==> config.mk <==
export PLATFORM = sky130hd
export DESIGN_NAME = neopixel_rx
export DESIGN_NICKNAME = d
export VERILOG_FILES = /design/src/rtl/neopixel_rx.sv
export SDC_FILE = /design/constraint.sdc
export NUM_CORES = 1
export LEC_CHECK = 0
export CORE_MARGIN = 3
export CORE_UTILIZATION = 35
export DETAILED_ROUTE_END_ITERATION = 8
export PLACE_DENSITY_LB_ADDON = 0.08
export SYNTH_ARGS = -nofsm -noshare
export SYNTH_HDL_FRONTEND = slang
export SYNTH_SLANG_ARGS = --single-unit
==> constraint.sdc <==
create_clock -name clock -period 2.6 [get_ports clock]
set_input_delay 0.26 -clock clock [delete_from_list [all_inputs] [get_ports clock]]
set_output_delay 0.26 -clock clock [all_outputs]
set_load 0.1 [all_outputs]
==> src/rtl/neopixel_rx.sv <==
// WS2812 (NeoPixel) receiver: measures high/low pulse widths on the serial line,
// decodes GRB pixels into {R,G,B} words and flags frame boundaries on the latch gap.
module neopixel_rx #(
  parameter int C_PIXELS  = 12,
  parameter int C_FREQ_HZ = 125000000
) (
  input  logic        clock,
  input  logic        reset,
  input  logic        neopixel_in,
  input  logic        clear_status,
  output logic        pixel_valid,
  output logic [23:0] pixel_data,
  output logic [7:0]  pixel_index,
  output logic        frame_done,
  output logic [7:0]  frame_pixels,
  output logic [3:0]  status
);

  localparam longint unsigned C_REF_HZ = 64'd125000000;
  localparam logic [15:0] C_MIN_HIGH     = 16'((64'd12   * 64'(C_FREQ_HZ)) / C_REF_HZ);
  localparam logic [15:0] C_BIT_THRESH   = 16'((64'd75   * 64'(C_FREQ_HZ)) / C_REF_HZ);
  localparam logic [15:0] C_MAX_HIGH     = 16'((64'd250  * 64'(C_FREQ_HZ)) / C_REF_HZ);
  localparam logic [15:0] C_LATCH_CYCLES = 16'((64'd6250 * 64'(C_FREQ_HZ)) / C_REF_HZ);

  typedef enum logic [1:0] {ST_SYNC, ST_IDLE, ST_HIGH, ST_LOW} state_t;

  state_t      state, state_next;
  logic        sync_a, sync_b, line_d;
  logic        rise, fall;
  logic [15:0] high_cnt, low_cnt;
  logic [23:0] shift_reg;
  logic [4:0]  bit_cnt;
  logic [7:0]  pix_cnt;
  logic        word_done, bump;
  logic        load_high, inc_high, clr_low, inc_low;
  logic        shift_en, shift_val;
  logic        err_glitch, err_long, latch;
  logic        index_ok, overrun_set, partial_set;
  logic [3:0]  status_set;

  // Two flops resynchronise the pin, the third gives the previous level for edges.
  always_ff @(posedge clock or negedge reset) begin
    if (!reset) begin
      sync_a <= 1'b0;
      sync_b <= 1'b0;
      line_d <= 1'b0;
    end else begin
      sync_a <= neopixel_in;
      sync_b <= sync_a;
      line_d <= sync_b;
    end
  end

  assign rise = sync_b & ~line_d;
  assign fall = ~sync_b & line_d;

  always_ff @(posedge clock or negedge reset) begin
    if (!reset) state <= ST_SYNC;
    else        state <= state_next;
  end

  always_comb begin
    state_next = state;
    load_high  = 1'b0;
    inc_high   = 1'b0;
    clr_low    = 1'b0;
    inc_low    = 1'b0;
    shift_en   = 1'b0;
    shift_val  = 1'b0;
    err_glitch = 1'b0;
    err_long   = 1'b0;
    latch      = 1'b0;
    case (state)
      ST_SYNC: begin
        if (sync_b) begin
          clr_low = 1'b1;
        end else begin
          inc_low = 1'b1;
          if (low_cnt >= C_LATCH_CYCLES - 16'd1) state_next = ST_IDLE;
        end
      end
      ST_IDLE: begin
        if (rise) begin
          load_high  = 1'b1;
          state_next = ST_HIGH;
        end
      end
      ST_HIGH: begin
        // high_cnt equals the number of cycles the pin was high when the fall arrives
        if (fall) begin
          clr_low = 1'b1;
          if (high_cnt < C_MIN_HIGH) begin
            err_glitch = 1'b1;
            state_next = ST_SYNC;
          end else begin
            shift_en   = 1'b1;
            shift_val  = (high_cnt >= C_BIT_THRESH);
            state_next = ST_LOW;
          end
        end else if (high_cnt >= C_MAX_HIGH) begin
          err_long   = 1'b1;
          clr_low    = 1'b1;
          state_next = ST_SYNC;
        end else begin
          inc_high = 1'b1;
        end
      end
      ST_LOW: begin
        if (rise) begin
          load_high  = 1'b1;
          state_next = ST_HIGH;
        end else begin
          inc_low = 1'b1;
          if (low_cnt >= C_LATCH_CYCLES - 16'd1) begin
            latch      = 1'b1;
            state_next = ST_IDLE;
          end
        end
      end
      default: state_next = ST_SYNC;
    endcase
  end

  assign index_ok    = 32'(pixel_index) < 32'(C_PIXELS);
  assign overrun_set = word_done & ~index_ok;
  assign partial_set = latch & (bit_cnt != 5'd0);
  assign status_set  = {overrun_set, partial_set, err_long, err_glitch};

  // Datapath: pulse counters, bit assembly, pixel/frame reporting and sticky status.
  always_ff @(posedge clock or negedge reset) begin
    if (!reset) begin
      high_cnt     <= 16'd0;
      low_cnt      <= 16'd0;
      shift_reg    <= 24'd0;
      bit_cnt      <= 5'd0;
      pix_cnt      <= 8'd0;
      word_done    <= 1'b0;
      bump         <= 1'b0;
      pixel_valid  <= 1'b0;
      pixel_data   <= 24'd0;
      pixel_index  <= 8'd0;
      frame_done   <= 1'b0;
      frame_pixels <= 8'd0;
      status       <= 4'd0;
    end else begin
      pixel_valid <= 1'b0;
      frame_done  <= 1'b0;
      word_done   <= 1'b0;
      bump        <= 1'b0;

      if (load_high)     high_cnt <= 16'd1;
      else if (inc_high) high_cnt <= high_cnt + 16'd1;

      if (clr_low)                         low_cnt <= 16'd0;
      else if (inc_low && low_cnt != '1)   low_cnt <= low_cnt + 16'd1;

      if (shift_en) begin
        shift_reg <= {shift_reg[22:0], shift_val};
        if (bit_cnt == 5'd23) begin
          bit_cnt   <= 5'd0;
          word_done <= 1'b1;
        end else begin
          bit_cnt <= bit_cnt + 5'd1;
        end
      end

      // The wire carries G,R,B; reorder into R,G,B for the output word.
      if (word_done) begin
        bump <= 1'b1;
        if (pix_cnt != 8'hFF) pix_cnt <= pix_cnt + 8'd1;
        if (index_ok) begin
          pixel_valid <= 1'b1;
          pixel_data  <= {shift_reg[15:8], shift_reg[23:16], shift_reg[7:0]};
        end
      end

      if (bump && pixel_index != 8'hFF) pixel_index <= pixel_index + 8'd1;

      if (latch) begin
        frame_done   <= 1'b1;
        frame_pixels <= pix_cnt;
      end

      if (latch || err_glitch || err_long) begin
        pixel_index <= 8'd0;
        bit_cnt     <= 5'd0;
        pix_cnt     <= 8'd0;
      end

      status <= (clear_status ? 4'd0 : status) | status_set;
    end
  end

endmodule

# Word-level counts from Yosys, hierarchy flattened
# Cells that the tools add are included.
[op_classes] add_sub_neg=5 n_mul=0 div=0 magnitude_cmp=5 eq_ne=10 shifts=0 mux=53 bitwise_logic=8 reduce_logical=16
[op_table] cell="2-to-1 mux 16 bit" n=4
[op_table] cell="2-to-1 mux 8 bit" n=5
[op_table] cell="adder 16 x 1 -> 16 bit, second input constant" n=2
[op_table] cell="2-to-1 mux 1 bit" n=30
[op_table] cell="adder 8 x 1 -> 8 bit, second input constant" n=2
[op_table] cell=">= comparator 16 x 13 -> 1 bit, second input constant" n=1
[op_table] cell=">= comparator 16 x 7 -> 1 bit, second input constant" n=1
[op_table] cell=">= comparator 16 x 8 -> 1 bit, second input constant" n=1
[op_table] cell="less-than comparator 16 x 4 -> 1 bit, second input constant" n=1
[op_table] cell="inequality test 16 bit, second input constant" n=1
[op_table] cell="inequality test 8 bit, second input constant" n=2
[op_table] cell="2-to-1 mux 5 bit" n=3
[op_table] cell="2-to-1 mux 2 bit" n=7
[op_table] cell="nonzero test 2 bit" n=6
[op_table] cell="less-than comparator 8 x 4 -> 1 bit, second input constant" n=1
[op_table] cell="case mux 2 bit (4 select lines)" n=1
[op_table] cell="adder 5 x 1 -> 5 bit, second input constant" n=1
[op_table] cell="== test 5 bit, second input constant" n=1
[op_table] cell="nonzero test 5 bit" n=1
[op_table] cell="AND 1 bit" n=4
[op_table] cell="== test 2 bit, second input constant" n=2
[op_table] cell="2-to-1 mux 4 bit" n=1
[op_table] cell="inequality test 2 bit, second input constant" n=2
[op_table] cell="bitwise OR 4 bit" n=1
[op_table] cell="other kinds (10)" n=16
[word_totals] reg_bits=122 latchBits=0 mem_bits_rw=0 rom_bits=0 inputBits=4 output_inout_bits=46 elab_cells=114 n_memories=0

# Depth between registers and ports, before layout
# Gate-level depths: netlist of run 1.
[logic_depth] word_depth=8 ltp_mapped=8 mapped_depth_nobuf=7

# Least setup slack after synthesis of run 1
# OpenSTA, ideal clock, no wires.
[synth_timing] path_type="register to register" from="reg pixel_index[2]" to="reg pixel_index[5]" setup_ns=0.078 t_arrival_ns=2.191 t_required_ns=2.522 slack_ns=0.332 stages_incl_launch_ff=6 path_buffers=0 period_less_slack_ns=2.268 path_cell_list="dfrtp_1 and4_1 a41oi_2 nand3_1 or3_1 a21oi_1"
[synth_via] elab_chain_len=3 word_cells_on_any_way=6 classes_between="add/sub (1); eq/ne (1); mux (2); reduce/logical (2)"
[synth_rtl] item="start: declaration" line="13" text="output logic [7:0] pixel_index,"
[synth_rtl] item="start signal: assignment" line="177" text="if (bump && pixel_index != 8'hFF) pixel_index <= pixel_index + 8'd1;"
[synth_rtl] item="adder 8 x 1 -> 8 bit or inequality test 8 bit (tied branches)" line="177"
[synth_rtl] item="2-to-1 mux 8 bit or logical AND 1 bit (tied branches)" line="177"
[synth_rtl] item="2-to-1 mux 8 bit or nonzero test 2 bit (tied branches)"
# Parallel ways exist; a longest one is shown, timed or not. The select of a mux whose other input is x is not followed.
# A chain may end at the register's enable or synchronous reset.

# Final worst setup path of run 1
[layout_timing] from="reg state[0]" to="reg state[0]"
[layout_via] elab_chain_len=3 word_cells_on_any_way=12 classes_between="eq/ne (6); mux (4); reduce/logical (2)"
[layout_rtl] item="start: declaration" line="27" text="state_t state, state_next;"
[layout_rtl] item="start signal: assignment" line="59" text="else state <= state_next;"
[layout_rtl] item="== test 2 bit (tied with other cells)" line="73" text="case (state)"
[layout_rtl] item="inequality test 3 bit (no source line) (tied with other cells)"
[layout_rtl] item="AND reduction 3 bit (no source line) or case mux 2 bit (4 select lines) (tied branches)"
# Parallel ways exist; a longest one is shown, timed or not. The select of a mux whose other input is x is not followed.

==> impl_metrics.py, run 1 <==
metrics = {
    "status": {
        "outcome": "finished, final reports clean",
    },
    "global_routing": {
        "first_global_vias": 3645,
        "grt_use_total": 0.134,
        "grt_first_pass_wirelength_um": 18000,
        "overflow": 0,
        "grt_start_max_net_pins": 47,
        "antenna_found_initial": 0,
    },
    "timing": {
        "finClkSkew_ns": 0.00911,
        "slew_violations": 0,
        "final_hold_viol_count": 0,
        "worst_slew_pin_slew_ns": 0.820,
        "fin_ws_ns": 0.407,
        "fin_crit_sh": 0.843,
        "final.setup.tns_ns": 0,
        "fmax_ghz": 0.456,
        "setup_violations": 0,
        "rsz0062_at_grt": "false",
        "fin_crit_ns": 2.19,
        "worst_slew_margin_rel": 0.452,
    },
    "drt": {
        "wl_met1_um": 4930,
        "topRoutingLayerUsed": "met4",
        "drt_iter0_markers": 138,
        "vias_per_cell": 5.06,
        "detail_route.wirelength_um": 10400,
        "met3_length_um": 391,
        "drc_errors": 0,
        "drtPass1Iterations": 4,
        "ant_nets": 0,
        "via_count": 3610,
        "wl_per_cell_um": 14.5,
        "route.met2.wl_um": 4870,
    },
    "cells_and_area": {
        "antennaDiodeCount": 0,
        "nFillCells": 1394,
        "nets": 533,
        "layout_commonest_cell": "dfrtp_1",
        "seqCellArea_um2": 3050,
        "final_cell_mix": "122 x dfrtp_1, 55 x mux2_2, 54 x buf_4",
        "drive_gt1_frac": 0.311,
        "areaGrowthSynthToFinish_pct": 22.6,
        "multi_input_area_um2": 2300,
    },
    "synth": {
        "synth_edf_count": 0,
        "yosys_warnings": 0,
        "ys_ff_latch": 122,
        "synth.distinct_cells": 57,
        "yosysSeqAreaShare": 0.560,
        "synth.avg_cell_area_um2": 12.1,
        "syn_nets": 465,
        "syn_inst": 449,
        "syn_area_um2": 5450,
        "synth_ff_type": "dfrtp_1",
        "async_reset_ff_frac": 1.00,
    },
    "power": {
        "power.density_nw_per_um2": 629,
        "vdd_drop_max_v": 0.000447,
        "leakage_uw": 0.00330,
    },
    "setup_path": {
        "crit_arrival_ns": 2.51,
        "crit_chain": "inv_1 -> ha_1 -> nand2_1 -> a21oi_4 -> or4b_1 -> o211ai_1",
        "crit_family": "compound AO/OA/AOI/OAI gates",
        "crit_type": "flop to flop",
        "critPathLaunchType": "flop",
        "r2r_slack_ns": 0.41,
        "cp_max_fo": 26,
        "cp.required_ns": 2.92,
        "end_kind": "flop",
        "crit_slowest_cell": "a21oi_4",
        "reg2reg_depth": 6,
        "worstReg2RegEnd": "state[0]$_DFFE_PN0P_",
        "max_stage_delay_ns": 0.66,
        "timing.rr.start": "state[0]$_DFFE_PN0P_",
        "crit_buf_inv": 1,
    },
    "cts": {
        "ctsResizeCount": 0,
        "cts_tree": "done",
        "clockRootBuffer": "clkbuf_16",
        "path_clk_slew_ns": 0.05,
        "cts_max_level": 4,
        "cts_buffer_depth": 2,
        "cts_made_buffers": 17,
        "clock_latency_ns": 0.41,
        "clkSinkCount": 122,
    },
    "floorplan": {
        "dieWidth_um": 131,
        "fp.dieH_um": 131,
        "initial_utilization": 0.367,
        "core_um2": 14900,
        "fp-row-count": 44,
        "die-area_um2": 17100,
        "ios": 50,
    },
    "placed_design": {
        "port_buffers": 49,
        "hpwl_um": 7060,
        "pre_cts_slack_ns": 0.393,
        "place_congestion": 0.765,
    },
    "job": {
        "cap_viol_max_count": 0,
    },
    "worst_hold_path": {
        "min_from": "neopixel_in",
        "min_to": "sync_a$_DFF_PN0_",
        "hold_path_depth": 1,
        "hold_path_class": "input port to flop",
    },
}
[how the worst max path moves through the flow]
| stage | startpoint | end | slack (ns) | cells after the start |
|---|---|---|---|---|
| after floorplan | pixel_index[2]$_DFFE_PN0P_ | pixel_index[5]$_DFFE_PN0P_ | 0.33 | 5 |
| after global placement | state[0]$_DFFE_PN0P_ | state[0]$_DFFE_PN0P_ | 0.45 | 6 |
| after detailed placement | state[0]$_DFFE_PN0P_ | state[0]$_DFFE_PN0P_ | 0.39 | 6 |
| after CTS | state[0]$_DFFE_PN0P_ | state[0]$_DFFE_PN0P_ | 0.37 | 6 |
| after global routing | state[0]$_DFFE_PN0P_ | bit_cnt[1]$_DFFE_PN0P_ | 0.23 | 7 |
| final | state[0]$_DFFE_PN0P_ | state[0]$_DFFE_PN0P_ | 0.41 | 6 |
[report_power, final]
group	switching (µW)	leakage [µW]	total, µW	internal (µW)
clock network	831	0.000267	2210	1380
registers	6.67	0.00170	1910	1910
logic	53.7	0.00133	76.7	23.0
[routing by layer]
metal | global-route usage | up-vias
met3 | 0.0407 | 16
met4 | 0.0544 | 0
met2 | 0.207 | 59
met5 | 0 | -
met1 | 0.176 | 1809
li1 | - | 1726
[per-stage QoR]
stage,total power [µW],instance area (µm²),std cells,hold slack [ns],util
global route,4380,6680,714,0.262,0.450
detailed placement,2030,6110,681,0.328,0.411
global placement,2020,6110,681,0.313,0.411
finish,4200,6680,714,0.293,0.450
floorplan,1970,5450,449,-0.0356,-
CTS,4270,6680,714,0.269,0.450
[cell usage after synthesis, drive strengths merged, types with 3 or more instances]
master,number,area (µm²)
xnor2,11,96.3
a21oi,14,77.6
nand4,14,115
o211ai,3,22.5
or3,5,31.3
nor3,4,25.0
and3,7,45.1
a31oi,4,25.0
mux2,55,619
a211oi,3,27.5
nor4,5,43.8
or4b,3,33.8
nand3,11,55.1
o21ai,7,35.0
dfrtp,122,3050
inv,15,56.3
xor2,17,149
nand2,24,92.6
mux2i,6,60.1
buf,8,40.0
ha,12,150
o31ai,3,22.5
a31o,4,35.0
nor2,50,206
and2,14,90.1
[kinds of logic after synthesis]
family,count (synthesis),share of synthesized area
compound gates,50,0.0659
xor+xnor,28,0.0450
fa+ha+maj,12,0.0275
buf+inv,25,0.0190
flops,122,0.560
mux,61,0.125
simple gates,151,0.158
[layout make-up]
type / count / share of cell area
repair buffers: 59 / 0.0711
multi-input cells: 302 / 0.344
clock buffers: 21 / 0.0704
flip-flops and latches: 122 / 0.457
well taps: 184 / 0.0344
inverters: 15 / 0.00842
clock inverters: 11 / 0.0144
[repair_timing]
action | CTS | global route
hold buffers | 1 | 0
buffers inserted | 0 | 0
endpoints found under the hold margin | 44 | 0
No activity file was read; power rests on OpenSTA's default activity.
==> run 2, diff against run 1 <==
clock period = 2.1 ns   (was 2.6 ns; I/O delays follow)
==> run 2 against run 1 <==
  * Clock power increased by 34%
  * Setup slack got worse by 0.39 ns
  * Sequential share of layout area decreased by 1.4 points
  * Die area unchanged
  * Largest power group unchanged
  * Highest routed layer unchanged
==> impl_metrics.py, run 2 (synthesis results as in run 1) <==
metrics = {
    "timing": {
        "slew_violations": 0,
        "fin_crit_ns": 2.08,
        "finClkSkew_ns": 0.00742,
        "worst_slew_pin_slew_ns": 0.656,
        "fin_crit_sh": 0.992,
        "final_hold_viol_count": 0,
        "rsz0062_at_grt": "true",
        "setup_violations": 0,
        "worst_slew_margin_rel": 0.561,
        "fmax_ghz": 0.480,
    },
    "cts": {
        "clock_latency_ns": 0.42,
        "cts_tree": "done",
        "clkSinkCount": 122,
        "path_clk_slew_ns": 0.06,
        "clockRootBuffer": "clkbuf_16",
        "cts_made_buffers": 17,
        "cts_buffer_depth": 2,
        "cts_max_level": 4,
    },
    "global_routing": {
        "grt_use_total": 0.135,
        "grt_start_max_net_pins": 41,
        "antenna_found_initial": 0,
        "grt_first_pass_wirelength_um": 18100,
        "overflow": 0,
        "first_global_vias": 3729,
    },
    "floorplan": {
        "die-area_um2": 17100,
        "fp-row-count": 44,
        "dieWidth_um": 131,
        "ios": 50,
        "initial_utilization": 0.367,
        "core_um2": 14900,
        "fp.dieH_um": 131,
    },
    "cells_and_area": {
        "areaGrowthSynthToFinish_pct": 26.8,
        "nets": 549,
        "drive_gt1_frac": 0.357,
        "nFillCells": 1372,
        "seqCellArea_um2": 3060,
        "final_cell_mix": "115 x dfrtp_1, 68 x buf_4, 55 x mux2_2",
        "finalCoreUtilization": 0.465,
        "layout_commonest_cell": "dfrtp_1",
        "antennaDiodeCount": 0,
        "layout.cells.non_filler": 730,
        "multi_input_area_um2": 2330,
    },
    "drt": {
        "drc_errors": 0,
        "wl_met1_um": 5110,
        "route.met2.wl_um": 4980,
        "ant_nets": 0,
        "detail_route.wirelength_um": 10600,
        "vias_per_cell": 4.98,
        "wl_per_cell_um": 14.5,
        "drtPass1Iterations": 4,
        "topRoutingLayerUsed": "met4",
        "via_count": 3637,
        "drt_iter0_markers": 143,
        "met3_length_um": 325,
    },
    "setup_path": {
        "crit_type": "flop to flop",
        "cp_max_fo": 3,
        "cp.required_ns": 2.40,
        "end_kind": "flop",
        "crit_arrival_ns": 2.39,
        "critPathLaunchType": "flop",
    },
    "status": {
        "outcome": "finished, final reports clean",
    },
    "power": {
        "vdd_drop_max_v": 0.000558,
        "power.density_nw_per_um2": 788,
        "total_power_uw": 5450,
        "leakage_uw": 0.00340,
    },
    "job": {
        "cap_viol_max_count": 0,
    },
    "placed_design": {
        "placed_cells": 696,
        "place_congestion": 0.778,
        "port_buffers": 49,
        "hpwl_um": 7310,
    },
    "worst_hold_path": {
        "hold_path_class": "input port to flop",
    },
}
## run 2: path summary, 6_finish.rpt
path                                        startpoint                         end  slack, ns  cells after the start
worst max-delay path            low_cnt[0]$_DFFE_PN0P_        state[1]$_DFFE_PN0P_       0.02                      7
worst min-delay path                       neopixel_in            sync_a$_DFF_PN0_       0.23                      1
worst max register to register  low_cnt[0]$_DFFE_PN0P_        state[1]$_DFFE_PN0P_       0.02                      7
worst min register to register        sync_a$_DFF_PN0_            sync_b$_DFF_PN0_       0.35                      0
max in group asynchronous                        reset    shift_reg[2]$_DFFE_PN0P_       1.16                      3
min in group asynchronous                        reset  pixel_index[0]$_DFFE_PN0P_       0.32                      2
## run 2: layout make-up
class / instances / share of cell area
sequential: 122 / 0.443
clock buffer: 18 / 0.0636
inverter: 15 / 0.00815
multi-input combinational: 302 / 0.337
clock inverter: 14 / 0.0248
tap: 184 / 0.0333
timing repair buffer: 75 / 0.0898
## run 2: power breakdown
| part | internal, µW | switching [µW] |
|---|---|---|
| Clock | 1900 | 1070 |
| Sequential | 2360 | 5.49 |
| Combinational | 37.3 | 72.0 |
| Total | 4300 | 1150 |
## run 2: per-layer routing
metal / track usage / up-vias
met3: 0.0443 / 14
met1: 0.176 / 1809
li1: - / 1767
met2: 0.209 / 47
met5: 0 / -
met4: 0.0563 / 0
## run 2: stage by stage
step / hold slack [ns] / TNS (ns) / setup WS (ns) / instance area, µm²
4_1_cts: 0.209 / -0.501 / -0.0701 / 6870
5_1_grt: 0.210 / -1.00 / -0.0852 / 6910
3_5_place_dp: 0.230 / -0.288 / -0.0447 / 6250
3_3_place_gp: 0.230 / 0 / 0.0173 / 6250
2_1_floorplan: -0.0856 / -0.0269 / -0.0269 / 5460
6_report: 0.229 / 0 / 0.0174 / 6910
## run 2: repair_timing
item | CTS | global route
gates resized for setup | 0 | 7
hold buffers | 1 | 0
gates cloned | 0 | 0
buffers inserted | 0 | 1
setup endpoints to repair | 8 | 36
endpoints found under the hold margin | 35 | 0
pin swaps | 0 | 5
## run 2: worst max-delay path, cell delays in order, from the launching register on
cell and delay (ns):
dfrtp_1 0.35, inv_1 0.05, ha_2 0.17, nor3b_2 0.15
o211ai_1 0.24, a31oi_2 0.20, or4b_4 0.55, a32o_1 0.27
==> run 3, diff against run 2 <==
ABC_AREA = 1   (was not set)
CORE_UTILIZATION = 58   (was 35)
CTS_CLUSTER_SIZE = 14   (was not set)
==> run 3 against run 2 <==
  * Highest routed layer unchanged
  * Clock skew rose by 0.0025 ns
  * Worst hold slack got worse by 0.083 ns
  * Core utilization rose by 26 points
  * Flip-flop and latch count did not move
  * First-iteration DRC count rose by 92%
  * Sequential power barely moved
  * Critical path depth rose by 4
  * Cell count rose by 21%
  * Setup slack improved by 0.16 ns
  * Area after synthesis rose by 5.2%
  * Fmax rose by 8.1%
==> impl_metrics.py, run 3 <==
metrics = {
    "cells_and_area": {
        "antennaDiodeCount": 0,
        "layout_commonest_cell": "nand2_1",
        "stdcell_area_um2": 6830,
        "final_cell_mix": "171 x nand2_1, 122 x dfrtp_1, 87 x inv_1",
        "nets": 758,
        "finalCoreUtilization": 0.726,
        "drive_gt1_frac": 0.156,
        "areaGrowthSynthToFinish_pct": 19.1,
    },
    "setup_path": {
        "crit_arrival_ns": 2.32,
        "crit_chain": "inv_1 -> ha_1 -> inv_2 -> nor2_2 -> inv_1 -> nand2_1 -> a21oi_4 -> nand2_4 -> clkinv_4 -> nand2_1 -> o21ai_2",
        "reg2reg_depth": 11,
        "critical_path_depth": 11,
        "cp.required_ns": 2.49,
        "cp_max_fo": 12,
        "crit_family": "simple AND/OR/NAND/NOR gates",
        "end_kind": "flop",
        "max_stage_delay_ns": 0.42,
        "crit_slowest_cell": "dfrtp_1",
        "crit_buf_inv": 4,
        "crit_type": "flop to flop",
        "critPathLaunchType": "flop",
    },
    "placed_design": {
        "pre_cts_slack_ns": 0.226,
        "place_congestion": 0.954,
        "port_buffers": 49,
        "place_area_um2": 6240,
        "hpwl_um": 8170,
    },
    "synth": {
        "yosys_warnings": 0,
        "syn_area_um2": 5740,
        "ys_ff_latch": 122,
        "synth.distinct_cells": 37,
        "synth_top_area_share": 0.532,
        "synthTopCellsByArea": "dfrtp_1 53%, nand2_1 11%, inv_1 5.7%",
        "synth_ff_type": "dfrtp_1",
        "synth_edf_count": 0,
        "synth.most_common_cell": "nand2_1",
        "yosysSeqAreaShare": 0.532,
        "yosys.area.top_type": "dfrtp_1",
        "yosys-top-cells-count": "171 x nand2_1, 122 x dfrtp_1, 87 x inv_1, 71 x nor2_1, 56 x o21ai_0",
        "synth.avg_cell_area_um2": 8.41,
        "async_reset_ff_frac": 1.00,
        "syn_nets": 698,
        "syn_inst": 682,
    },
    "power": {
        "sequentialPowerShare": 0.445,
        "comb_power_share": 0.021,
        "leakage_uw": 0.00334,
        "power.density_nw_per_um2": 778,
        "p_sw_frac": 0.229,
        "p_int_uw": 4100,
        "netSwitchingPower_uw": 1220,
        "vdd_drop_max_v": 0.000489,
        "p_clk_frac": 0.535,
    },
    "global_routing": {
        "overflow": 0,
        "antenna_found_initial": 0,
        "grt_use_total": 0.230,
        "first_global_vias": 4446,
        "grt_first_pass_wirelength_um": 20900,
        "grt_start_max_net_pins": 50,
    },
    "worst_hold_path": {
        "hold_path_depth": 1,
        "hold_path_class": "input port to flop",
    },
    "drt": {
        "drtPass1Iterations": 6,
        "via_count": 4598,
        "wl_per_cell_um": 13.3,
        "drc_errors": 0,
        "vias_per_cell": 5.20,
        "drt_iter0_markers": 275,
        "ant_nets": 0,
        "detail_route.wirelength_um": 11800,
    },
    "floorplan": {
        "core_um2": 9420,
        "ios": 50,
        "fp.dieH_um": 105,
        "fp-row-count": 35,
        "dieWidth_um": 105,
        "initial_utilization": 0.609,
        "die-area_um2": 11100,
    },
    "cts": {
        "clock_latency_ns": 0.51,
        "clockRootBuffer": "clkbuf_8",
        "cts_tree": "done",
        "path_clk_slew_ns": 0.06,
        "cts_made_buffers": 17,
        "clkSinkCount": 122,
        "cts_buffer_depth": 2,
        "cts_max_level": 4,
        "postCtsSetupBuffers": 0,
    },
    "timing": {
        "hold_ws_ns": 0.145,
        "setup_violations": 0,
        "fmax_ghz": 0.519,
        "final_hold_viol_count": 0,
        "slew_violations": 0,
        "worst_slew_pin_slew_ns": 0.495,
        "finClkSkew_ns": 0.00992,
        "fin_crit_ns": 1.93,
        "fin_crit_sh": 0.917,
        "final.setup.tns_ns": 0,
        "fin_ws_ns": 0.174,
        "worst_slew_margin_rel": 0.670,
        "rsz0062_at_grt": "false",
    },
    "job": {
        "cap_viol_max_count": 0,
    },
    "status": {
        "outcome": "finished, final reports clean",
    },
}
-- run 3: cell types whose count changed in the layout (fill, tap and decap cells not counted), sizes merged, moves of 18 or more --
cell	previous run	this run
buf	72	54
mux2	55	0
inv	17	98
nor2	50	75
nand3	11	36
nand2	24	183
o21ai	7	73
-- run 3: timing repair --
item | in CTS | in global routing
gates resized for setup | 0 | 0
hold buffers | 1 | 0
hold endpoints to repair | 33 | 0
-- run 3: through the flow --
step | power (µW) | std cells
2_1_floorplan | 2450 | 682
3_3_place_gp | 2510 | 851
3_5_place_dp | 2520 | 851
4_1_cts | 5350 | 884
5_1_grt | 5490 | 884
6_report | 5320 | 884
-- run 3: cell families (layout without fill, tap and decap cells) --
kind of cell	count (synthesis)	count (layout)	synth area share
fa+ha+maj	12	12	0.0262
compound gates	102	102	0.0969
flops	122	122	0.532
simple gates	322	322	0.242
buf+inv	109	182	0.0798
xor+xnor	15	15	0.0229
-- run 3: worst paths after layout --
path	from	endpoint	slack, ns
min	neopixel_in	sync_a$_DFF_PN0_	0.15
max reg2reg	state[0]$_DFFE_PN0P_	low_cnt[11]$_DFFE_PN0P_	0.17
max	state[0]$_DFFE_PN0P_	low_cnt[11]$_DFFE_PN0P_	0.17
min reg2reg	sync_a$_DFF_PN0_	sync_b$_DFF_PN0_	0.35
max in group asynchronous	reset	high_cnt[6]$_DFFE_PN0P_	1.25
min in group asynchronous	reset	bit_cnt[0]$_DFFE_PN0P_	0.22
-- run 3: area by class of cell --
type	count	area, µm²
clock buffers	18	418
clock inverters	14	160
fillers	701	2580
inverters	93	354
multi-input cells	451	2220
flip-flops and latches	122	3050
well taps	129	161
repair buffers	57	460
-- run 3: metal layers --
metal / track usage / wire [µm] / up-vias
met5: 0 / 0 / -
met4: 0.0703 / 142 / 0
met3: 0.0453 / 486 / 21
met2: 0.366 / 5540 / 118
met1: 0.321 / 5620 / 2177
li1: - / - / 2282
-- run 3: power groups by stage --
| stage | registers [µW] | logic, µW | clock network (µW) |
|---|---|---|---|
| final | 2360 | 109 | 2840 |
| after detailed placement | 2410 | 111 | 0 |
| after global routing | 2360 | 125 | 3000 |
| after floorplan | 2410 | 43.2 | 0 |
| after global placement | 2410 | 109 | 0 |
| after CTS | 2360 | 113 | 2880 |
==> RTL change: new RTL, config.mk and constraints of run 1 <==
Re-encode `state_t` (4 states) as Gray code, 2 bits wide.
--- a/src/rtl/neopixel_rx.sv
+++ b/src/rtl/neopixel_rx.sv
@@ -24,3 +24,3 @@
 
-  typedef enum logic [1:0] {ST_SYNC, ST_IDLE, ST_HIGH, ST_LOW} state_t;
+  typedef enum logic [1:0] {ST_SYNC = 2'b00, ST_IDLE = 2'b01, ST_HIGH = 2'b11, ST_LOW = 2'b10} state_t;
 
Behaviour: no difference found for any inputs over 10 cycles, from zero or initial values and one cycle with reset low; not proved beyond that.
==> RTL change against run 1 <==
  * Wire length is 2.6% higher
  * Worst setup slack got worse by 0.053 ns
  * Count of clock-buffer cells in the layout is 2 higher
  * Final cell count fell by 1.1%
  * Total power rose by 7.7%
  * Final area is 0.36% higher
  * Area after synthesis fell by 0.41%
  * Sequential cell count unchanged
  * Largest cell class unchanged
==> RTL change: results (changes against run 1) <==
* Global-route met2 utilization at 19.33% (-1.4 points)
* WP data arrival at 2.53 ns (+0.02 ns)
* Status: finished, final reports clean
* Vias in the first global route at 3565 (-2.2%)
* Initial antenna violation count at 0 (unchanged)
* First-pass GRT wire length at 17930 um (-0.57%)
* Share of cells above drive strength 1 at 28.93% (-2.2 points)
* Clock latency on the worst-skew pair at 0.41 ns (about the same)
* CP Max Fanout at 10 (-62%)
* Cts bufs inserted at 17 (unchanged)
* DR pass1 iterations at 4 (unchanged)
* Max_slew headroom at 49.76% (+4.6 points)
* Htree depth at 4 (unchanged)
* Port bufs at 49 (unchanged)
* Cell Area, Placed at 6037 um2 (-1.1%)
* Largest delay share family, worst path: simple AND/OR/NAND/NOR gates
* Setup bufs post-CTS at 0 (unchanged)
* Final core utilization at 45.13% (+0.16 points)
* Peak VDD IR at 0.4214 mV (-5.8%)
* Clk buf depth at 2 (unchanged)
* Register share of total power at 42.2% (-3.3 points)
* Area contributors post-synth: dfrtp_1 (56%), mux2_2 (11%), nor2_1 (3.2%)
* Diode count at 0 (unchanged)
* Leak at 3.231 nW (-1.9%)
* Total Wirelength at 10620 um (+2.6%)
* Vias/cell at 4.987 (-1.4%)
* Top cells by count, synth: dfrtp_1 (122), mux2_2 (55), nor2_1 (46)
* Gpl congestion at 0.7556 (-1.2%)
* GRT met1 Usage at 18.59% (+1.0 points)
* Max incr delay on CP at 0.46 ns (-0.20 ns)
* Synth unique cells at 59 (+3.5%)
* Fraction of registers with async set/reset at 100.0% (unchanged)
* Pre-CTS setup slack at 0.2121 ns (-0.1814 ns)
* Detailed Place HPWL at 7247 um (+2.6%)
* Slowest library cell on the worst path: nor2_2
* Pint at 3.638 mW (+9.9%)
* Clock network power share at 56.1% (+3.5 points)
* Starting DRT DRC Count at 145 (+5.1%)
* Total GRT Usage at 13.45% (+0.054 points)
* Sequential area share after synthesis at 56.23% (+0.23 points)
* Clock slew at reported path FFs at 0.06 ns
* Synth warn at 0 (unchanged)
* Hold Path Class: primary input to register
* CTS Root Cell: clkbuf_16
* Final Skew at 0.01013 ns (+0.001018 ns)
* GRT met3 Usage at 4.472% (+0.41 points)
* Largest net degree at the start of global routing at 67 (+43%)
* Syn nets at 461 (-0.86%)
* Nets at 525 (-1.5%)
## RTL change: what timing repair did
action	in CTS	in global routing
endpoints found under the hold margin	26	0
gates resized for setup	0	1
hold buffers	1	0
setup endpoints to repair	0	2
## RTL change: final cells by class
cell class	count	area, um2
Fill cell	1389	8157
Sequential cell	122	3053
Multi-Input combinational cell	297	2275
Clock buffer	23	488.0
Timing Repair Buffer	57	447.9
Tap cell	184	230.2
Clock inverter	9	161.4
Inverter	14	52.55
## RTL change: cells by family (layout without fill, tap and decap cells)
family                     count (synthesis)  after routing  share of synthesized area, %
AOI/OAI and AO/OA                         53             53                         7.905
xor gates and xnor gates                  30             30                         4.840
adders and majority gates                 12             12                         2.766
buffers and inverters                     26            103                         2.074
DFF                                      122            122                         56.23
muxes                                     61             61                         12.51
and+or+nand+nor                          141            141                         13.67
## RTL change: per-layer routing
metal,wire [um],up-vias
li1,-,1715
met4,147,0
met3,479,11
met5,0,-
met2,4789,51
met1,5205,1744
## RTL change: worst paths after layout
| path | from | end | slack, ns | cells past startpoint |
|---|---|---|---|---|
| worst max-delay path | low_cnt[0] | frame_pixels[7] | 0.35 | 7 |
| worst min-delay path | neopixel_in | sync_a | 0.29 | 1 |
| worst max register to register | low_cnt[0] | frame_pixels[7] | 0.35 | 7 |
| worst min register to register | sync_a | sync_b | 0.36 | 0 |
| max in group asynchronous | reset | frame_pixels[4] | 1.56 | 3 |
| min in group asynchronous | reset | low_cnt[10] | 0.32 | 2 |
## RTL change: through the flow
step / total power, mW / std cells
global route: 4.696 / 706
floorplan: 1.969 / 445
detailed placement: 2.024 / 673
finish: 4.526 / 706
global placement: 2.023 / 673
CTS: 4.602 / 706
